<file path="src/rtl/run_monitor_pkg.sv">
// run_monitor_pkg: shared types and constants for the run_monitor block.
//   rm_state_e : 2-bit monitor state (IDLE, RUN, HALTED, TIMEOUT)
//   REG_ZERO   : architectural $zero register number (never a qualifying write)
//   HIST_DEPTH : depth of the optional write history (RUN_MONITOR_HIST_EN)
package run_monitor_pkg;

  typedef enum logic [1:0] {
    RM_IDLE    = 2'd0,
    RM_RUN     = 2'd1,
    RM_HALTED  = 2'd2,
    RM_TIMEOUT = 2'd3
  } rm_state_e;

  localparam logic [4:0] REG_ZERO   = 5'd0;
  localparam int         HIST_DEPTH = 4;

endpackage

</file>
<file path="src/rtl/run_monitor_if.sv">
// run_monitor_if: snoop/result bundle between the CPU core harness (master)
// and the run monitor (slave).
//   master drives : start, result_sel, pc, rf_we, rf_waddr, rf_wdata [, hist_idx]
//   slave drives  : busy, done, timeout, result, result_valid,
//                   cycle_count, write_count [, hist_data]
// Optional macro RUN_MONITOR_HIST_EN adds hist_idx (2b) / hist_data (37b).
interface run_monitor_if #(
  parameter int CNT_W = 32
);
  logic             start;
  logic [4:0]       result_sel;
  logic [31:0]      pc;
  logic             rf_we;
  logic [4:0]       rf_waddr;
  logic [31:0]      rf_wdata;
  logic             busy;
  logic             done;
  logic             timeout;
  logic [31:0]      result;
  logic             result_valid;
  logic [CNT_W-1:0] cycle_count;
  logic [CNT_W-1:0] write_count;
`ifdef RUN_MONITOR_HIST_EN
  logic [1:0]       hist_idx;
  logic [36:0]      hist_data;
`endif

  modport master (
    output start, result_sel, pc, rf_we, rf_waddr, rf_wdata,
`ifdef RUN_MONITOR_HIST_EN
    output hist_idx,
    input  hist_data,
`endif
    input  busy, done, timeout, result, result_valid, cycle_count, write_count
  );

  modport slave (
    input  start, result_sel, pc, rf_we, rf_waddr, rf_wdata,
`ifdef RUN_MONITOR_HIST_EN
    input  hist_idx,
    output hist_data,
`endif
    output busy, done, timeout, result, result_valid, cycle_count, write_count
  );

endinterface

</file>
<file path="src/rtl/rm_sat_counter.sv">
// rm_sat_counter: width-parameterised up-counter that sticks at all-ones.
//   clk, rst_n : clock, asynchronous active-low reset (count -> 0)
//   i_clr      : synchronous clear, has priority over i_inc
//   i_inc      : increment request
//   o_cnt      : current count
module rm_sat_counter #(
  parameter int W = 32
) (
  input  logic         clk,
  input  logic         rst_n,
  input  logic         i_clr,
  input  logic         i_inc,
  output logic [W-1:0] o_cnt
);

  logic [W-1:0] r_cnt;

  always_ff @(posedge clk or negedge rst_n) begin
    if (!rst_n) begin
      r_cnt <= '0;
    end else if (i_clr) begin
      r_cnt <= '0;
    end else if (i_inc && (r_cnt != '1)) begin
      r_cnt <= r_cnt + 1'b1;
    end
  end

  assign o_cnt = r_cnt;

endmodule

</file>
<file path="src/rtl/run_monitor.sv">
// run_monitor: watches the core PC and register-file write port, declares
// halt on a jump-to-self loop, applies a cycle watchdog and captures the
// last value written to a selected register.
//   clk, rst_n : core clock, asynchronous active-low reset
//   bus        : run_monitor_if.slave (start/result_sel/pc/rf_* in,
//                busy/done/timeout/result/result_valid/cycle_count/write_count out)
// Parameters: HALT_CYCLES (>=2), TIMEOUT_CYCLES (0 = no watchdog), CNT_W.
// Optional macro RUN_MONITOR_HIST_EN: 4-entry history of qualifying writes,
// read combinationally through hist_idx (0 = newest) / hist_data.
module run_monitor
  import run_monitor_pkg::*;
#(
  parameter int HALT_CYCLES    = 4,
  parameter int TIMEOUT_CYCLES = 100000,
  parameter int CNT_W          = 32
) (
  input  logic         clk,
  input  logic         rst_n,
  run_monitor_if.slave bus
);

  // stable_cnt only has to reach HALT_CYCLES-1; one extra bit keeps it clear of saturation.
  localparam int               STB_W    = $clog2(HALT_CYCLES) + 1;
  localparam logic [STB_W-1:0] STB_LAST = STB_W'(HALT_CYCLES - 2);
  localparam bit               TMO_EN   = (TIMEOUT_CYCLES != 0);
  localparam logic [CNT_W-1:0] TMO_LAST = TMO_EN ? CNT_W'(TIMEOUT_CYCLES - 1) : '0;

  rm_state_e        r_state;
  logic [4:0]       r_sel_q;
  logic [31:0]      r_pc_prev;
  logic [31:0]      r_result;
  logic             r_result_valid;

  logic             w_run;
  logic             w_pc_same;
  logic             w_qual;
  logic             w_halt;
  logic             w_tmo;
  logic [STB_W-1:0] w_stable_cnt;
  logic [CNT_W-1:0] w_cycle_cnt;
  logic [CNT_W-1:0] w_write_cnt;

  assign w_run     = (r_state == RM_RUN);
  assign w_pc_same = (bus.pc == r_pc_prev);
  assign w_qual    = w_run && bus.rf_we && (bus.rf_waddr != REG_ZERO);
  // Halt fires on the edge where stable_cnt would reach HALT_CYCLES-1, so done
  // rises exactly HALT_CYCLES cycles after the loop PC first appears.
  assign w_halt    = w_run && w_pc_same && (w_stable_cnt == STB_LAST);
  assign w_tmo     = TMO_EN && w_run && (w_cycle_cnt == TMO_LAST);

  // A start pulse always wins: it restarts from any state, RUN included.
  rm_sat_counter #(.W(CNT_W)) u_cycle_cnt (
    .clk   (clk),
    .rst_n (rst_n),
    .i_clr (bus.start),
    .i_inc (w_run),
    .o_cnt (w_cycle_cnt)
  );

  rm_sat_counter #(.W(CNT_W)) u_write_cnt (
    .clk   (clk),
    .rst_n (rst_n),
    .i_clr (bus.start),
    .i_inc (w_qual),
    .o_cnt (w_write_cnt)
  );

  rm_sat_counter #(.W(STB_W)) u_stable_cnt (
    .clk   (clk),
    .rst_n (rst_n),
    .i_clr (bus.start || (w_run && !w_pc_same)),
    .i_inc (w_run && w_pc_same),
    .o_cnt (w_stable_cnt)
  );

  // Halt is checked before the watchdog so a simultaneous hit reports done.
  always_ff @(posedge clk or negedge rst_n) begin
    if (!rst_n) begin
      r_state <= RM_IDLE;
    end else if (bus.start) begin
      r_state <= RM_RUN;
    end else if (w_halt) begin
      r_state <= RM_HALTED;
    end else if (w_tmo) begin
      r_state <= RM_TIMEOUT;
    end
  end

  always_ff @(posedge clk or negedge rst_n) begin
    if (!rst_n) begin
      r_sel_q        <= REG_ZERO;
      r_pc_prev      <= '0;
      r_result       <= '0;
      r_result_valid <= 1'b0;
    end else begin
      if (bus.start) begin
        r_sel_q <= bus.result_sel;
      end
      if (bus.start || w_run) begin
        r_pc_prev <= bus.pc;
      end
      if (bus.start) begin
        r_result       <= '0;
        r_result_valid <= 1'b0;
      end else if (w_qual && (bus.rf_waddr == r_sel_q)) begin
        r_result       <= bus.rf_wdata;
        r_result_valid <= 1'b1;
      end
    end
  end

  assign bus.busy         = (r_state == RM_RUN);
  assign bus.done         = (r_state == RM_HALTED);
  assign bus.timeout      = (r_state == RM_TIMEOUT);
  assign bus.result       = r_result;
  assign bus.result_valid = r_result_valid;
  assign bus.cycle_count  = w_cycle_cnt;
  assign bus.write_count  = w_write_cnt;

`ifdef RUN_MONITOR_HIST_EN
  logic [36:0] r_hist [HIST_DEPTH];
  logic [1:0]  r_wptr;
  logic [1:0]  w_rd_idx;

  // Entries are wiped on start too, so slots not yet written in this run read 0.
  always_ff @(posedge clk or negedge rst_n) begin
    if (!rst_n) begin
      r_wptr <= 2'd0;
      for (int i = 0; i < HIST_DEPTH; i++) r_hist[i] <= '0;
    end else if (bus.start) begin
      r_wptr <= 2'd0;
      for (int i = 0; i < HIST_DEPTH; i++) r_hist[i] <= '0;
    end else if (w_qual) begin
      r_hist[r_wptr] <= {bus.rf_waddr, bus.rf_wdata};
      r_wptr         <= r_wptr + 2'd1;
    end
  end

  // r_wptr points at the next free slot; the newest entry sits one behind it.
  assign w_rd_idx      = r_wptr - 2'd1 - bus.hist_idx;
  assign bus.hist_data = r_hist[w_rd_idx];
`endif

endmodule
</file>
<file path="src/flat_wrapper.sv">
// flat-port wrapper written by rule: the top's interface ports become plain ports
module run_monitor_flat import run_monitor_pkg::*;
#(
  parameter int HALT_CYCLES    = 4,
  parameter int TIMEOUT_CYCLES = 100000,
  parameter int CNT_W          = 32
)
  (clk, rst_n, bus_start, bus_result_sel, bus_pc, bus_rf_we, bus_rf_waddr, bus_rf_wdata, bus_busy, bus_done, bus_timeout, bus_result, bus_result_valid, bus_cycle_count, bus_write_count);
  run_monitor_if #(.CNT_W(CNT_W)) bus_i ();
  input  logic clk;
  input  logic rst_n;
  input wire logic [$bits(bus_i.start)-1:0] bus_start;
  input wire logic [$bits(bus_i.result_sel)-1:0] bus_result_sel;
  input wire logic [$bits(bus_i.pc)-1:0] bus_pc;
  input wire logic [$bits(bus_i.rf_we)-1:0] bus_rf_we;
  input wire logic [$bits(bus_i.rf_waddr)-1:0] bus_rf_waddr;
  input wire logic [$bits(bus_i.rf_wdata)-1:0] bus_rf_wdata;
  output wire logic [$bits(bus_i.busy)-1:0] bus_busy;
  output wire logic [$bits(bus_i.done)-1:0] bus_done;
  output wire logic [$bits(bus_i.timeout)-1:0] bus_timeout;
  output wire logic [$bits(bus_i.result)-1:0] bus_result;
  output wire logic [$bits(bus_i.result_valid)-1:0] bus_result_valid;
  output wire logic [$bits(bus_i.cycle_count)-1:0] bus_cycle_count;
  output wire logic [$bits(bus_i.write_count)-1:0] bus_write_count;
  assign bus_i.start = bus_start;
  assign bus_i.result_sel = bus_result_sel;
  assign bus_i.pc = bus_pc;
  assign bus_i.rf_we = bus_rf_we;
  assign bus_i.rf_waddr = bus_rf_waddr;
  assign bus_i.rf_wdata = bus_rf_wdata;
  assign bus_busy = bus_i.busy;
  assign bus_done = bus_i.done;
  assign bus_timeout = bus_i.timeout;
  assign bus_result = bus_i.result;
  assign bus_result_valid = bus_i.result_valid;
  assign bus_cycle_count = bus_i.cycle_count;
  assign bus_write_count = bus_i.write_count;
  run_monitor #(.HALT_CYCLES(HALT_CYCLES), .TIMEOUT_CYCLES(TIMEOUT_CYCLES), .CNT_W(CNT_W)) u_core (.clk(clk), .rst_n(rst_n), .bus(bus_i));
endmodule
</file>
<file path="config.mk">
export PLATFORM = sky130hd
export DESIGN_NAME = run_monitor_flat
export DESIGN_NICKNAME = d
export VERILOG_FILES = /design/src/rtl/run_monitor_pkg.sv /design/src/rtl/run_monitor_if.sv /design/src/rtl/rm_sat_counter.sv /design/src/rtl/run_monitor.sv /design/src/flat_wrapper.sv
export SDC_FILE = /design/constraint.sdc
export NUM_CORES = 1
export LEC_CHECK = 0
export CORE_UTILIZATION = 50
export DETAILED_ROUTE_END_ITERATION = 8
export GPL_TIMING_DRIVEN = 1
export PLACE_DENSITY_LB_ADDON = 0.12
export SYNTH_ARGS = -nofsm -noshare
export SYNTH_HDL_FRONTEND = slang
export SYNTH_SLANG_ARGS = --single-unit
</file>
<file path="constraint.sdc">
create_clock -name clk -period 2.6 [get_ports clk]
set_clock_uncertainty 0.05 [all_clocks]
set_input_delay 0.26 -clock clk [delete_from_list [all_inputs] [get_ports clk]]
set_output_delay 0.26 -clock clk [all_outputs]
set_load 0.1 [all_outputs]
</file>
Yosys cells after proc, flatten, opt, wreduce, memory -nomap -nowiden
Index checks and enable logic that the tools add are counted.

Reductions and logical operators: 19. $add $sub $neg: 3. Equal/unequal tests: 10. Order comparisons: 0. Divide/modulo/power cells: 0. Shift-type cells: 0. Multipliers: 0. Bitwise gates (word level): 0. Multiplexer cells: 13.

Operators with widths (number): $mux 32 (6); $add 32x1->32 const B (2); $ne 32x32->1 const B (2); $eq 32x17->1 const B (1); $eq 32x32->1 (1); $logic_and 1x1->1 (10); $reduce_bool 2->1 (4); $mux 2 (3); $mux 3 (2); $eq 5x5->1 (1); $reduce_bool 5->1 (1); $eq 2x2->1 const B (2); $add 3x1->3 const B (1); $eq 3x2->1 const B (1); $ne 3x3->1 const B (1); $reduce_bool 3->1 (1); $eq 2x1->1 const B (1); $logic_or 1x1->1 (2); $mux 1 (2); $logic_not 1->1 (1).

Output and inout bits: 100. Word-level logic and storage cells: 53. RAM bits: 0. Bits in registers: 139. Memories kept: 0. Latch bits: 0. Memory bits (read-only): 0.

Longest topological paths before layout
Gate-level depths: netlist of the first run.

Depth after elaboration: 6. Depth in mapped cells: 9. Depth with buffers taken out: 6.

Modules after synthesis
A second synthesis of the first run with hierarchy kept.

Cells, all modules: 668. Area, all modules: 7199.4 um2.

Modules (own cells, without submodules): run_monitor (times used 1, area an instance 3350.7 um2, cells an instance 261); rm_sat_counter (u_core.u_write_cnt) (times used 1, area an instance 1854.3 um2, cells an instance 198); rm_sat_counter (u_core.u_cycle_cnt) (times used 1, area an instance 1810.5 um2, cells an instance 194); rm_sat_counter (u_core.u_stable_cnt) (times used 1, area an instance 183.9 um2, cells an instance 15).

Worst setup path after synthesis of the first run
Ideal clock, no wire load.

Kind: reg-to-reg. Start: register u_core.u_write_cnt.r_cnt[0], in the netlist u_core.u_write_cnt.o_cnt[0]. End: register u_core.u_write_cnt.r_cnt[18], in the netlist u_core.u_write_cnt.o_cnt[18]. Period minus slack after synthesis: 2.804 ns. Required time: 2.422 ns. Data arrival time: 2.627 ns. Path slack: -0.204 ns. Stages on the path, launching flop included: 7. Cells stage by stage: dfrtp_1 > ha_1 > nand2_1 > or3_4 > a211oi_2 > nand4_1 > mux2_1.

Cells in the longest elaborated chain, start to end: 3.

Ends and longest elaborated chain: from (decl) (line rm_sat_counter.sv:16) `logic [W-1:0] r_cnt;`; from (signal assigned) (line rm_sat_counter.sv:24) `r_cnt <= r_cnt + 1'b1;`; $add 32x1->32 or $ne 32x32->1 (tied branches) (line rm_sat_counter.sv:24, rm_sat_counter.sv:23); $mux 32 or $logic_and 1x1->1 (tied branches) (line rm_sat_counter.sv:23) `end else if (i_inc && (r_cnt != '1)) begin`; $mux 32 or $reduce_bool 2->1 (tied branches).

Several ways; a longest one is shown, not always the timed one. The select of a mux whose other input is x is not followed. A chain may end at the register's enable or synchronous reset.

Worst setup path after layout of the first run
Start: register u_core.u_write_cnt.r_cnt[0], in the netlist u_core.u_write_cnt.o_cnt[0]. End: register u_core.u_write_cnt.r_cnt[21], in the netlist u_core.u_write_cnt.o_cnt[21].

The elaborated chain is that of the path after synthesis.

==> results of run 1 <==
[cell type report]
class / instances / area, um^2 / share of cell area (%)
Inverter: 11 / 41.3 / 0.440
Clock buffer: 19 / 433 / 4.61
Timing Repair Buffer: 190 / 1650 / 17.5
Clock inverter: 12 / 103 / 1.09
Multi-Input combinational cell: 488 / 3440 / 36.7
Sequential cell: 139 / 3500 / 37.3
Tap cell: 180 / 225 / 2.40
[cell usage in the layout, fill, tap and decap left out, drive strengths merged, types with 16 or more instances in the layout]
| master | Yosys | final |
|---|---|---|
| a21oi | 56 | 56 |
| buf | 17 | 114 |
| clkbuf | 13 | 19 |
| clkdlybuf4s50 | 0 | 75 |
| dfrtp | 139 | 139 |
| mux2 | 38 | 38 |
| mux2i | 33 | 33 |
| nand2 | 27 | 27 |
| nand3 | 31 | 31 |
| nand4 | 26 | 26 |
| nor2 | 54 | 54 |
| o21ai | 33 | 33 |
| o31ai | 16 | 16 |
| or3 | 33 | 33 |
| or4 | 18 | 18 |
| xnor2 | 43 | 43 |
[power by group through the flow]
stage	clock network (mW)	logic [mW]	registers [mW]
2_1_floorplan	0	0.163	2.39
3_3_place_gp	0	0.491	2.29
3_5_place_dp	0	0.503	2.29
4_1_cts	2.24	0.507	2.25
5_1_grt	2.33	0.538	2.26
6_report	2.20	0.499	2.25
[worst paths after layout]
kind	startpoint	endpoint	depth (start not counted)
max in group asynchronous	rst_n	u_core.u_write_cnt.o_cnt[27]	3
max	u_core.u_write_cnt.o_cnt[0]	u_core.u_write_cnt.o_cnt[21]	6
min	bus_start	u_core.u_write_cnt.o_cnt[16]	2
min reg2reg	u_core.bus.result_valid	u_core.bus.result_valid	2
min in group asynchronous	rst_n	u_core.u_cycle_cnt.o_cnt[19]	2
max reg2reg	u_core.u_write_cnt.o_cnt[0]	u_core.u_write_cnt.o_cnt[21]	6
[logic make-up (layout without fill, tap and decap cells)]
kind of cell    after synthesis  after routing
fa+ha+maj                     5              5
buf+inv                      41            232
flops                       139            139
xor+xnor                     47             47
mux                          71             71
compound gates              126            126
simple gates                239            239
[registers in the layout, summed over array words and instances, names as in the netlist]
register,count
u_core.u_write_cnt.o_cnt,32
u_core.u_stable_cnt.o_cnt,3
u_core.r_state,2
u_core.bus.result,32
u_core.r_pc_prev,32
u_core.u_cycle_cnt.o_cnt,32
u_core.r_sel_q,5
u_core.bus.result_valid,1
[stage by stage]
stage          total power [mW]  area [um^2]  std cells
2_1_floorplan              2.55         7150        668
3_3_place_gp               2.78         8840       1007
3_5_place_dp               2.79         8840       1007
4_1_cts                    5.00         9390       1039
5_1_grt                    5.12         9390       1039
6_report                   4.95         9390       1039
[worst max-delay path: cells and delay by family, from the launching register on]
family,cells,cell delay (ns)
DFF,1,0.40
and+or+nand+nor,2,0.66
adders and majority gates,1,0.28
AOI/OAI and AO/OA,3,0.85
[metal layers]
| metal | wire length [um] | vias up | part of all wire [%] | global-route usage [%] |
|---|---|---|---|---|
| li1 | - | 2828 | - | - |
| met1 | 7330 | 2956 | 42 | 30.4 |
| met2 | 8820 | 190 | 51 | 41.4 |
| met3 | 870 | 47 | 5.0 | 5.26 |
| met4 | 430 | 0 | 2.5 | 10.6 |
| met5 | 0 | - | 0 | 0 |
[Yosys cell counts (2+ instances only)]
| library cell | instances | share of area (%) |
|---|---|---|
| nand4_1 | 24 | 2.1 |
| mux2_2 | 37 | 5.8 |
| inv_1 | 11 | 0.58 |
| a211oi_2 | 2 | 0.35 |
| nand3_1 | 27 | 1.9 |
| and4_1 | 10 | 1.2 |
| nand3_2 | 2 | 0.28 |
| and3_1 | 9 | 0.79 |
| a31o_2 | 2 | 0.25 |
| a21oi_1 | 56 | 3.9 |
| nor2_1 | 54 | 2.8 |
| nor4_1 | 12 | 1.1 |
| a2111oi_2 | 2 | 0.42 |
| ha_1 | 5 | 0.88 |
| mux2i_1 | 33 | 4.6 |
| clkbuf_1 | 13 | 0.68 |
| xor2_1 | 4 | 0.49 |
| o21ai_1 | 9 | 0.63 |
| nand3_4 | 2 | 0.49 |
| or4_1 | 18 | 1.9 |
| a21o_1 | 4 | 0.42 |
| dfrtp_1 | 139 | 49 |
| nand4b_1 | 2 | 0.25 |
| buf_2 | 7 | 0.49 |
| xnor2_1 | 43 | 5.3 |
| o21ai_0 | 24 | 1.7 |
| o31ai_1 | 16 | 1.7 |
| buf_4 | 2 | 0.21 |
| nand2_1 | 27 | 1.4 |
| and2_1 | 3 | 0.26 |
| nor2b_1 | 3 | 0.26 |
| or3_1 | 32 | 2.8 |
| nor3_1 | 5 | 0.35 |
| buf_6 | 8 | 1.3 |
[timing repair]
| item | CTS | global route |
|---|---|---|
| hold buffers | 1 | 0 |
| setup buffers | 0 | 0 |
| hold endpoints to repair | 35 | 0 |
==> flow_summary.json, run 1 <==
{
  "drt_pre_antenna_iters": 5,
  "fin_crit_sh_pct": 89.0,
  "clock-root-buffer": "clkbuf_16",
  "drive_gt1_share_pct": 25.4,
  "fillers": 1087,
  "async_flop_share_pct": 100,
  "timing_worst_slew_pin_value_ns": 0.686,
  "combPwrFrac_pct": 10.1,
  "synth_cell_type_count": 55,
  "slew_headroom_pct": 53.9,
  "clock-sinks": 139,
  "p_sw_mw": 1.22,
  "cp-start-kind": "register",
  "required_ns": 2.90,
  "dp_slack_ns": 0.0978,
  "cp_max_fo": 8,
  "grt_max_degree": 68,
  "muxShareOfSynthArea_pct": 10.6,
  "worstSetupPathType": "reg2reg",
  "power.leakage_nw": 3.81,
  "utilization_pct": 67.6,
  "synth_seq_area_share_pct": 48.8,
  "powerDensity_nw_per_um2": 528,
  "grt_use_total_pct": 24.7,
  "antenna_found_initial": 0,
  "ys_ff_latch": 139,
  "synthToLayoutAreaGrowth_pct": 31.6,
  "sw_frac_of_total_pct": 24.7,
  "synthXorXnorAreaFrac_pct": 5.77,
  "ir_worst_vdd_v": 0.000419,
  "rows": 43,
  "avgSynthCellArea_um2": 10.7,
  "start_util_pct": 51.4,
  "synth-compound-area-share_pct": 11.3,
  "cp.arrival_ns": 2.62,
  "cts_buffers": 17,
  "grt_overflow": 0,
  "cap_violations": 0,
  "core-area_um2": 13900,
  "dieArea_um2": 14700,
  "rsz0062_at_grt": "no",
  "ctsLongestPathBuffers": 2,
  "hold_path_class": "in2reg",
  "netlist_instances": 668,
  "die_x_um": 121,
  "slew_viol_final": 0,
  "max_stage_delay_ns": 0.54,
  "cp_cell_sequence": "ha_1, nand2_1, or3_4, o2111ai_1, o21ai_0, a21oi_1",
  "grt_pass1_vias": 6039,
  "reg2reg_slack_ns": 0.28,
  "finish.net_count": 930,
  "clk_latency_ns": 0.42,
  "synth-edff-count": 0,
  "antennaDiodeCount": 0,
  "wl_per_cell_um": 16.8,
  "synth_nets": 751,
  "num_vias": 6021,
  "wirelength_mm": 17.5,
  "fin_tns_setup_ns": 0,
  "synthAdderAreaFrac_pct": 0.877,
  "power.internal_mw": 3.73,
  "drt_iter0_markers": 363,
  "outcome": "complete, no violations",
  "fmax_ghz": 0.432,
  "cp_slowest_cell": "o2111ai_1",
  "io_pins": 178,
  "ant_nets": 0,
  "clkPwrFrac_pct": 44.4,
  "post_drt_via_cell_ratio": 5.79,
  "grt_pass1_wl_mm": 28.7,
  "whs_ns": 0.192,
  "place_hpwl_mm": 12.3,
  "synth_simple_gate_area_share_pct": 19.4,
  "clk_pin_slew_ns": 0.06,
  "cts.htree.levels": 4,
  "numPortBuffers": 177,
  "cts_tree": "yes",
  "finalSetupViolCount": 0,
  "synth_top_family_by_area": "simple AND/OR/NAND/NOR gates",
  "syn_area_um2": 7130,
  "fp.dieH_um": 121,
  "hold_viol": 0,
  "pwr-share-seq_pct": 45.5,
  "ys.flop_type": "dfrtp_1",
  "route.detailed.drc": 0,
  "min_period_ns": 2.32,
  "ys_warn_count": 0,
  "fin_ws_ns": 0.285,
  "place.gp.congestion": 0.826,
  "cts_resized": 0,
  "cp-end-kind": "register"
}
(Power assumes the default switching activity.)
==> run 2: changes to the inputs <==
--- a/config.mk
+++ b/config.mk
@@ -5,10 +5,12 @@
 export SDC_FILE = /design/constraint.sdc
 export NUM_CORES = 1
 export LEC_CHECK = 0
-export CORE_UTILIZATION = 50
+export CORE_MARGIN = 2
+export CORE_UTILIZATION = 54
 export DETAILED_ROUTE_END_ITERATION = 8
 export GPL_TIMING_DRIVEN = 1
 export PLACE_DENSITY_LB_ADDON = 0.12
+export SETUP_SLACK_MARGIN = 0.02
 export SYNTH_ARGS = -nofsm -noshare
 export SYNTH_HDL_FRONTEND = slang
 export SYNTH_SLANG_ARGS = --single-unit
==> constraint.sdc (replaced) <==
create_clock -name clk -period 2.7 [get_ports clk]
set_clock_uncertainty 0.05 [all_clocks]
set_input_delay 0.27 -clock clk [delete_from_list [all_inputs] [get_ports clk]]
set_output_delay 0.27 -clock clk [all_outputs]
set_load 0.1 [all_outputs]
==> flow_summary.json, run 2 (synthesis results as in run 1) <==
{
  "finish.net_count": 929,
  "timing_worst_slew_pin_value_ns": 0.710,
  "grt_max_degree": 66,
  "dp_slack_ns": 0.178,
  "fin_ws_ns": 0.394,
  "clk_latency_ns": 0.42,
  "place.gp.congestion": 0.799,
  "drt_iter0_markers": 428,
  "power.leakage_nw": 3.86,
  "cp.arrival_ns": 2.54,
  "post_drt_via_cell_ratio": 5.84,
  "combPwrFrac_pct": 9.9,
  "drt_pre_antenna_iters": 7,
  "grt_pass1_vias": 5771,
  "route.detailed.drc": 0,
  "fin_crit_sh_pct": 85.4,
  "rsz0062_at_grt": "no",
  "place_hpwl_mm": 12.1,
  "cp_max_fo": 28,
  "powerDensity_nw_per_um2": 520,
  "grt_overflow": 0,
  "die_x_um": 119,
  "use_met2_pct": 39.8,
  "slew_viol_final": 0,
  "min_period_ns": 2.31,
  "clkPwrFrac_pct": 45.6,
  "outcome": "complete, no violations",
  "cp-end-kind": "register",
  "fin_tns_setup_ns": 0,
  "ir_worst_vdd_v": 0.000414,
  "sw_frac_of_total_pct": 22.7,
  "drive_gt1_share_pct": 23.6,
  "clk_pin_slew_ns": 0.06,
  "mostFrequentLayoutCells": "dfrtp_1, buf_4, clkdlybuf4s50_1",
  "dieArea_um2": 14100,
  "fmax_ghz": 0.434,
  "worstSetupPathType": "reg2reg",
  "rows": 41,
  "grt_busiest_layer": "met2",
  "cts_tree": "yes",
  "ctsHoldBuffers": 1,
  "clock-sinks": 139,
  "clock-root-buffer": "clkbuf_16",
  "num_vias": 6007,
  "power.internal_mw": 3.77,
  "hold_path_class": "in2async",
  "antennaDiodeCount": 0,
  "hold_viol": 0,
  "io_pins": 178,
  "ctsLongestPathBuffers": 2,
  "wl_per_cell_um": 16.6,
  "required_ns": 2.94,
  "wirelength_mm": 17.1,
  "final_common_cell": "dfrtp_1",
  "cts_buffers": 17,
  "core-area_um2": 12800,
  "finalSetupViolCount": 0,
  "fillers": 901,
  "cts_resized": 0,
  "grt_pass1_wl_mm": 28.5,
  "grtUsageMet1_pct": 33.2,
  "ant_nets": 0,
  "use_met3_pct": 6.23,
  "p_sw_mw": 1.11,
  "antenna_found_initial": 0,
  "cp-start-kind": "register",
  "slew_headroom_pct": 52.7,
  "synthToLayoutAreaGrowth_pct": 31.6,
  "cap_violations": 0,
  "numPortBuffers": 177,
  "fp.dieH_um": 119,
  "cts.htree.levels": 4,
  "start_util_pct": 55.8,
  "grt_use_total_pct": 24.8,
  "postCtsSetupRepairBufs": 0,
  "pwr-share-seq_pct": 44.5
}
-- run 2: power groups by stage --
stage,clock [mW],sequential [mW],combinational (mW)
floorplan,0,2.30,0.157
global placement,0,2.20,0.474
detailed placement,0,2.20,0.486
CTS,2.26,2.17,0.489
global route,2.36,2.17,0.519
finish,2.23,2.17,0.483
-- run 2: per-stage QoR --
stage          hold WS [ns]  power [mW]  std cells  cell area, um^2  utilization, %
2_1_floorplan       -0.0756        2.46        668             7140               -
3_3_place_gp          0.220        2.67        998             8810            69.0
3_5_place_dp          0.225        2.69        998             8810            69.0
4_1_cts               0.342        4.92       1028             9390            73.5
5_1_grt               0.352        5.05       1028             9390            73.5
6_report              0.334        4.88       1028             9390            73.5
-- run 2: worst max-delay path, cell delays in order, from the launching register on --
cell and delay, ns:
dfrtp_2 0.41, ha_1 0.20, and4_1 0.37, nand3_1 0.23, o41ai_4 0.30, buf_4 0.34, mux2i_1 0.22, nor2_1 0.06
-- run 2: cell type report --
| type | count | area [um^2] | share of cell area (%) |
|---|---|---|---|
| inverter | 11 | 41.3 | 0.440 |
| clock inverter | 1 | 30.0 | 0.320 |
| clock buffer | 28 | 537 | 5.72 |
| multi-input combinational | 488 | 3440 | 36.7 |
| tap | 172 | 215 | 2.29 |
| timing repair buffer | 189 | 1640 | 17.5 |
| sequential | 139 | 3480 | 37.1 |
-- run 2: worst paths after layout --
check,from,end,slack (ns),cells past startpoint
worst max-delay path,u_core.u_cycle_cnt.o_cnt[0],u_core.u_cycle_cnt.o_cnt[1],0.39,7
worst min register to register,u_core.bus.result_valid,u_core.bus.result_valid,0.46,2
worst max register to register,u_core.u_cycle_cnt.o_cnt[0],u_core.u_cycle_cnt.o_cnt[1],0.39,7
worst min-delay path,rst_n,u_core.u_cycle_cnt.o_cnt[21],0.33,2
max in group asynchronous,rst_n,u_core.r_pc_prev[28],1.46,3
min in group clk,bus_start,u_core.u_cycle_cnt.o_cnt[28],0.34,2
-- run 2: metal layers --
metal	share of wire, %	vias up
li1	-	2827
met1	43	2926
met2	49	233
met3	6.6	21
met4	1.4	0
met5	0	-
